--- src/rtl/pos_input_ring_node.sv ---
// Position-ring node: forwards ring packets, injects local packets into free slots and
// delivers neighbouring-cell packets to the PE. Define POS_RING_HALF_SHELL_EN for the 14-cell half shell.
module pos_input_ring_node #(
    parameter logic [2:0]   GCELL_X       = 3'b000,
    parameter logic [2:0]   GCELL_Y       = 3'b000,
    parameter logic [2:0]   GCELL_Z       = 3'b000,
    parameter int unsigned  LIFETIME_INIT = 13,
    parameter int unsigned  PARID_WIDTH   = 8,
    localparam int unsigned OFFSET_WIDTH     = 23,
    localparam int unsigned OFFSET_PKT_WIDTH = 3*OFFSET_WIDTH + PARID_WIDTH + 2,
    localparam int unsigned POS_PKT_WIDTH    = 9 + OFFSET_PKT_WIDTH
) (
    input  logic                        clk,
    input  logic                        rst,
    input  logic [OFFSET_PKT_WIDTH-1:0] i_source_offset_pkt,
    input  logic [8:0]                  i_source_gcid,
    input  logic [4:0]                  i_source_lifetime,
    input  logic [OFFSET_PKT_WIDTH-1:0] i_local_offset_pkt,
    input  logic [8:0]                  i_local_gcid,
    input  logic                        i_local_valid,
    input  logic                        i_local_dirty,
    input  logic                        i_dispatcher_back_pressure,
    output logic [OFFSET_PKT_WIDTH-1:0] o_offset_pkt_to_ring,
    output logic [8:0]                  o_gcid_to_ring,
    output logic [4:0]                  o_lifetime_to_ring,
    output logic [POS_PKT_WIDTH-1:0]    o_pos_pkt_to_pe,
    output logic                        o_pos_pkt_to_pe_valid,
    output logic                        o_dirty_feedback
);

    logic                        fwd;
    logic                        inj;
    logic [OFFSET_PKT_WIDTH-1:0] ring_pkt_d, ring_pkt_q;
    logic [8:0]                  ring_gcid_d, ring_gcid_q;
    logic [4:0]                  ring_lifetime_d, ring_lifetime_q;
    logic [POS_PKT_WIDTH-1:0]    pe_pkt_d, pe_pkt_q;
    logic                        pe_valid_d, pe_valid_q;

    function automatic logic near(input logic [2:0] d);
        return (d == 3'd0) || (d == 3'd1) || (d == 3'd7);
    endfunction

    // Per-axis distance wraps modulo 8, so 3'd7 is the -1 neighbour.
    function automatic logic is_neighbour(input logic [8:0] gcid);
        logic [2:0] dx, dy, dz;
        dx = gcid[8:6] - GCELL_X;
        dy = gcid[5:3] - GCELL_Y;
        dz = gcid[2:0] - GCELL_Z;
`ifdef POS_RING_HALF_SHELL_EN
        return ((dx == 3'd1) && near(dy) && near(dz))
            || ((dx == 3'd0) && (dy == 3'd1) && near(dz))
            || ((dx == 3'd0) && (dy == 3'd0) && ((dz == 3'd0) || (dz == 3'd1)));
`else
        return near(dx) && near(dy) && near(dz);
`endif
    endfunction

    always_comb begin
        fwd             = (i_source_lifetime != '0);
        inj             = !fwd && i_local_valid && !i_local_dirty && !i_dispatcher_back_pressure;
        ring_pkt_d      = '0;
        ring_gcid_d     = '0;
        ring_lifetime_d = '0;
        if (fwd) begin
            ring_pkt_d      = i_source_offset_pkt;
            ring_gcid_d     = i_source_gcid;
            ring_lifetime_d = i_source_lifetime - 5'd1;
        end else if (inj) begin
            ring_pkt_d      = i_local_offset_pkt;
            ring_gcid_d     = i_local_gcid;
            ring_lifetime_d = 5'(LIFETIME_INIT);
        end
        pe_valid_d = (fwd || inj) && is_neighbour(ring_gcid_d);
        pe_pkt_d   = pe_valid_d ? {ring_gcid_d, ring_pkt_d} : pe_pkt_q;
    end

    always_ff @(posedge clk) begin
        if (rst) begin
            ring_pkt_q      <= '0;
            ring_gcid_q     <= '0;
            ring_lifetime_q <= '0;
            pe_pkt_q        <= '0;
            pe_valid_q      <= 1'b0;
        end else begin
            ring_pkt_q      <= ring_pkt_d;
            ring_gcid_q     <= ring_gcid_d;
            ring_lifetime_q <= ring_lifetime_d;
            pe_pkt_q        <= pe_pkt_d;
            pe_valid_q      <= pe_valid_d;
        end
    end

    assign o_offset_pkt_to_ring  = ring_pkt_q;
    assign o_gcid_to_ring        = ring_gcid_q;
    assign o_lifetime_to_ring    = ring_lifetime_q;
    assign o_pos_pkt_to_pe       = pe_pkt_q;
    assign o_pos_pkt_to_pe_valid = pe_valid_q;
    assign o_dirty_feedback      = inj && !rst;

endmodule

--- config.mk ---
export PLATFORM = sky130hd
export DESIGN_NAME = pos_input_ring_node
export DESIGN_NICKNAME = d
export VERILOG_FILES = /design/src/rtl/pos_input_ring_node.sv
export SDC_FILE = /design/constraint.sdc
export NUM_CORES = 1
export LEC_CHECK = 0
export ABC_AREA = 1
export BUFFER_PORTS_ARGS = -buffer_cell sky130_fd_sc_hd__clkbuf_2
export CAP_MARGIN = 5
export CORE_AREA = 2 2 142 144
export CTS_CLUSTER_DIAMETER = 150
export CTS_CLUSTER_SIZE = 25
export DETAILED_ROUTE_END_ITERATION = 8
export DIE_AREA = 0 0 144 146
export PLACE_DENSITY = 0.77
export SLEW_MARGIN = 5
export SYNTH_ARGS = -nofsm -noshare
export SYNTH_HDL_FRONTEND = slang
export SYNTH_SLANG_ARGS = --single-unit
--- constraint.sdc ---
create_clock -name clk -period 2.7 [get_ports clk]
set_clock_uncertainty 0.15 [all_clocks]
set_input_delay 0.135 -clock clk [delete_from_list [all_inputs] [get_ports clk]]
set_output_delay 0.135 -clock clk [all_outputs]
set_load 0.05 [all_outputs]
Word level (Yosys, flattened, before mapping):

Cells that the tools add are included.

* bits in registers: 182
* input bits: 186
* output and inout port bits: 183
* word-level logic and storage cells: 40

* add/subtract/negate cells: 1
* eq/ne operators: 6
* multiplexer cells: 6
* reduce and logical (&&, ||, !) cells: 22

Operators with widths (number)
* $mux W79: 2
* $mux W9: 2
* $eq A3 B1 Y1 const B: 3
* $eq A3 B3 Y1 const B: 3
* $logic_not A3 Y1: 3
* $logic_and A1 B1 Y1: 7
* $logic_or A1 B1 Y1: 7
* $mux W5: 1
* $reduce_bool A5 Y1: 1
* $sub A5 B1 Y5 const B: 1
* $logic_not A1 Y1: 4
* $mux W4: 1

Logic depth before layout (Yosys ltp):

* word-level depth: 13
* gate-level depth with buffers: 16

Least setup slack after synthesis:

OpenSTA, ideal clock, no wires.

* path type: input-to-reg
* start: input i_source_lifetime[0]
* end: register pe_pkt_q[58] (netlist: o_pos_pkt_to_pe[58])
* library setup time: 117 ps
* arrival time: 1696 ps
* required time: 2433 ps
* slack: 738 ps
* cell stages on the path: 16
* cell sequence: inv_1 -> ha_1 -> nand2_2 -> nor2_4 -> buf_6 -> nand3_1 -> nand2_1 -> nand2_1 -> nand2_1 -> nand2_1 -> nor2_4 -> buf_12 -> buf_6 -> nand3_1 -> nand2_1 -> nor2_1

* longest elaborated chain between the ends: 13
* elaborated cells between the ends (all ways): 28

Ends and longest elaborated chain
* start, declared: RTL line 17 `input logic [4:0] i_source_lifetime,`
* $reduce_bool A5 Y1 *: RTL line 59 `fwd = (i_source_lifetime != '0);`
* $logic_not A1 Y1: RTL line 60 `inj = !fwd && i_local_valid && !i_local_dirty && !i_dispatcher_back_pressure;`
* $logic_and A1 B1 Y1 (3 in a row): RTL line 60
* $mux W9: RTL line 68 `end else if (inj) begin`
* $mux W9: RTL line 64 `if (fwd) begin`
* $eq A3 B1 Y1 / $logic_not A3 Y1 (equally long branches): RTL line 40 `return (d == 3'd0) || (d == 3'd1) || (d == 3'd7);`
* $logic_or A1 B1 Y1 (2 in a row): RTL line 40
* $logic_and A1 B1 Y1 (2 in a row): RTL line 54 `return near(dx) && near(dy) && near(dz);`
* $logic_and A1 B1 Y1: RTL line 73 `pe_valid_d = (fwd || inj) && is_neighbour(ring_gcid_d);`
* end signal, assigned: RTL line 88 `pe_pkt_q <= pe_pkt_d;`
* end, declared: RTL line 36 `logic [POS_PKT_WIDTH-1:0] pe_pkt_d, pe_pkt_q;`

Every way passes the cells marked *; elsewhere a longest branch is shown, timed or not.
A chain may end at the register's enable or synchronous reset.

Worst setup path in the final report:

* start: input i_source_lifetime[0]
* end: register ring_pkt_q[19] (netlist: o_offset_pkt_to_ring[19])

* longest elaborated chain between the ends: 7

Ends and longest elaborated chain
* $reduce_bool A5 Y1 *: RTL line 59
* $logic_not A1 Y1: RTL line 60
* $logic_and A1 B1 Y1 (3 in a row): RTL line 60
* $mux W79: RTL line 68
* $mux W79 *: RTL line 64
* end signal, assigned: RTL line 85 `ring_pkt_q <= ring_pkt_d;`
* end, declared: RTL line 33 `logic [OFFSET_PKT_WIDTH-1:0] ring_pkt_d, ring_pkt_q;`

Marked as above.

==> flow_summary.yaml <==
placed_design:
  post-place-ws_ns: 0.139
  gp_congestion: 0.840
  portBuffers: 368
  dpl_cell_area_um2: 9750
  hpwl_mm: 18.0
hold_path:
  hold_path.class: "in -> reg"
timing:
  setup_ws_ns: 0.0467
  finalCriticalPeriod_ns: 2.65
  max-slew-margin-rel: 0.539
  hold_viol_final: 1
  setup_viol: 0
  max_freq_ghz: 0.377
  drv_slew: 0
  fin_tns_setup_ns: 0
  hold-worst-slack_ns: -0.0305
  fin_crit_sh: 0.983
  worst-slew-pin-transition_ns: 0.691
pwr:
  pwr_density_cell_nw_per_um2: 567
  seqPwrFrac: 0.414
  vdd_ir_drop_max_mv: 0.448
  swShare: 0.335
  total_leakage_power_uw: 0.00649
  fin_total_pwr_uw: 7010
  pwr-share-clk: 0.325
  p_int_uw: 4670
  combPwrFrac: 0.261
  power.switching_uw: 2350
floorplan:
  io-pin-count: 369
  core-area_um2: 19300
  fp.dieH_um: 146
  dieArea_um2: 21000
  start_util: 0.399
  rows: 51
  die_width_um: 144
yosys:
  yosys_warnings: 0
  syn_nets: 1289
  syn_inst: 1101
  synth_area_um2: 7720
  ys_seq_area_frac: 0.472
  synth_edf_count: 0
  synth.avg_cell_area_um2: 7.01
  ys.flop_type: "dfxtp_1"
  yosys_register_bits: 182
  ys_async_sr_fraction: 0
  ys_types: 24
global_route:
  track_usage: 0.282
  grt_max_degree: 72
  antenna_found_initial: 3
  grt_pass1_wl_mm: 46.9
  grt-ovfl-total: 0
  grt_pass1_vias: 9544
outcome:
  violations: "negative hold slack"
  status: "finished with violations"
route:
  postRouteAntennaNets: 0
  via_per_inst: 5.00
  wl_per_cell_um: 16.6
  drc: 0
  via_count: 9510
  drt-total-wl_mm: 31.6
  drt_pass1_iterations: 5
  drtIter0Drc: 574
setup_path:
  endpoint_kind: "flip-flop"
  startpoint_type: "input port"
  cp.arrival_ns: 2.83
  critPathRequiredTime_ns: 2.88
  ff2ff_setup_slack_ns: 1.90
  critPathKind: "in -> reg"
  path_max_fanout: 71
cts:
  cts_sinks: 182
  cts_buffers: 17
  htreeDepth: 4
  clk_latency_ns: 0.40
  cts_tree: "done"
  cts_buffer_depth: 2
  cts-root-buf: "clkbuf_16"
  clkTransAtPathRegs_ns: 0.07
finish:
  final_cell_mix: "367 x clkbuf_2, 275 x nand2_1, 182 x dfxtp_1"
  syn2layout_area_growth_pct: 60.3
  mostFrequentLayoutCell: "clkbuf_2"
  drive_above_1_share: 0.291
  fin_area_um2: 12400
  num-nets-final: 1811
flow_run:
  cap_violations: 0
-- cell families (layout without fill, tap and decap cells) --
group	after synthesis	count (layout)	synth area share
xor gates and xnor gates	2	2	0.00227
DFF	182	182	0.472
and+or+nand+nor	636	637	0.342
AOI/OAI and AO/OA	96	96	0.0723
adders and majority gates	2	2	0.00324
other	0	3	0
buffers and inverters	183	716	0.109
-- path summary, 6_finish.rpt --
kind / start / to / cells after the start
max: i_source_lifetime[0] / o_offset_pkt_to_ring[19] / 12
min reg2reg: o_pos_pkt_to_pe[61] / o_pos_pkt_to_pe[61] / 2
min: i_source_gcid[2] / o_gcid_to_ring[2] / 5
max reg2reg: o_pos_pkt_to_pe[41] / o_pos_pkt_to_pe[41] / 2
-- cells in the mapped netlist, types with 4 or more instances --
library cell | number | share of area
buf_1 | 15 | 0.0073
nor2_1 | 180 | 0.087
buf_2 | 17 | 0.011
clkbuf_1 | 34 | 0.017
buf_6 | 6 | 0.0087
nand3_1 | 173 | 0.11
inv_2 | 6 | 0.0029
nand2_1 | 277 | 0.13
buf_8 | 5 | 0.0097
a21oi_2 | 20 | 0.023
dfxtp_1 | 182 | 0.47
inv_1 | 95 | 0.046
a21oi_1 | 69 | 0.045
buf_4 | 4 | 0.0039
-- critical path, stage by stage --
cell	delay, ns
clkbuf_2	0.08
dlygate4sd3_1	0.59
inv_2	0.11
ha_4	0.15
nand2_2	0.06
nor2_4	0.21
buf_8	0.43
nand3_1	0.17
nand2_1	0.10
inv_1	0.05
dlygate4sd3_1	0.57
nor2_1	0.16
-- final cells by class --
class	count	area (um^2)
diodes	3	7.51
clock buffers	19	433
flip-flops and latches	182	3640
well taps	265	332
multi-input cells	737	3300
inverters	101	380
repair buffers	584	4180
clock inverters	12	96.3
fillers	1503	6960
-- timing repair --
action / in CTS / in global routing
resized for setup: 0 / 20
endpoints found under the hold margin: 122 / 1
endpoints found under the setup margin: 0 / 115
hold buffers: 177 / 1
setup buffers: 0 / 7
-- stage by stage --
stage | util | cells
2_1_floorplan | - | 1101
3_3_place_gp | 0.504 | 1678
3_5_place_dp | 0.504 | 1678
4_1_cts | 0.624 | 1886
5_1_grt | 0.640 | 1903
6_report | 0.640 | 1903
-- power groups by stage --
stage | Clock [uW] | Combinational (uW) | Sequential, uW
finish | 2280 | 1830 | 2910
global route | 2440 | 1950 | 2920
detailed placement | 0 | 1490 | 2960
floorplan | 0 | 523 | 3500
CTS | 2330 | 1700 | 2900
global placement | 0 | 1480 | 2960
-- registers in the layout, indices dropped and copies added (netlist names) --
| signal | count |
|---|---|
| o_pos_pkt_to_pe | 88 |
| o_offset_pkt_to_ring | 79 |
| o_gcid_to_ring | 9 |
| o_lifetime_to_ring | 5 |
| o_pos_pkt_to_pe_valid | 1 |
-- layer usage --
layer | vias to the layer above | GRT usage | routed length [um]
li1 | 4471 | - | -
met1 | 4358 | 0.319 | 12300
met2 | 558 | 0.469 | 14800
met3 | 123 | 0.0684 | 2620
met4 | 0 | 0.182 | 1840
met5 | - | 0 | 0
No activity file was read; power rests on OpenSTA's default activity.
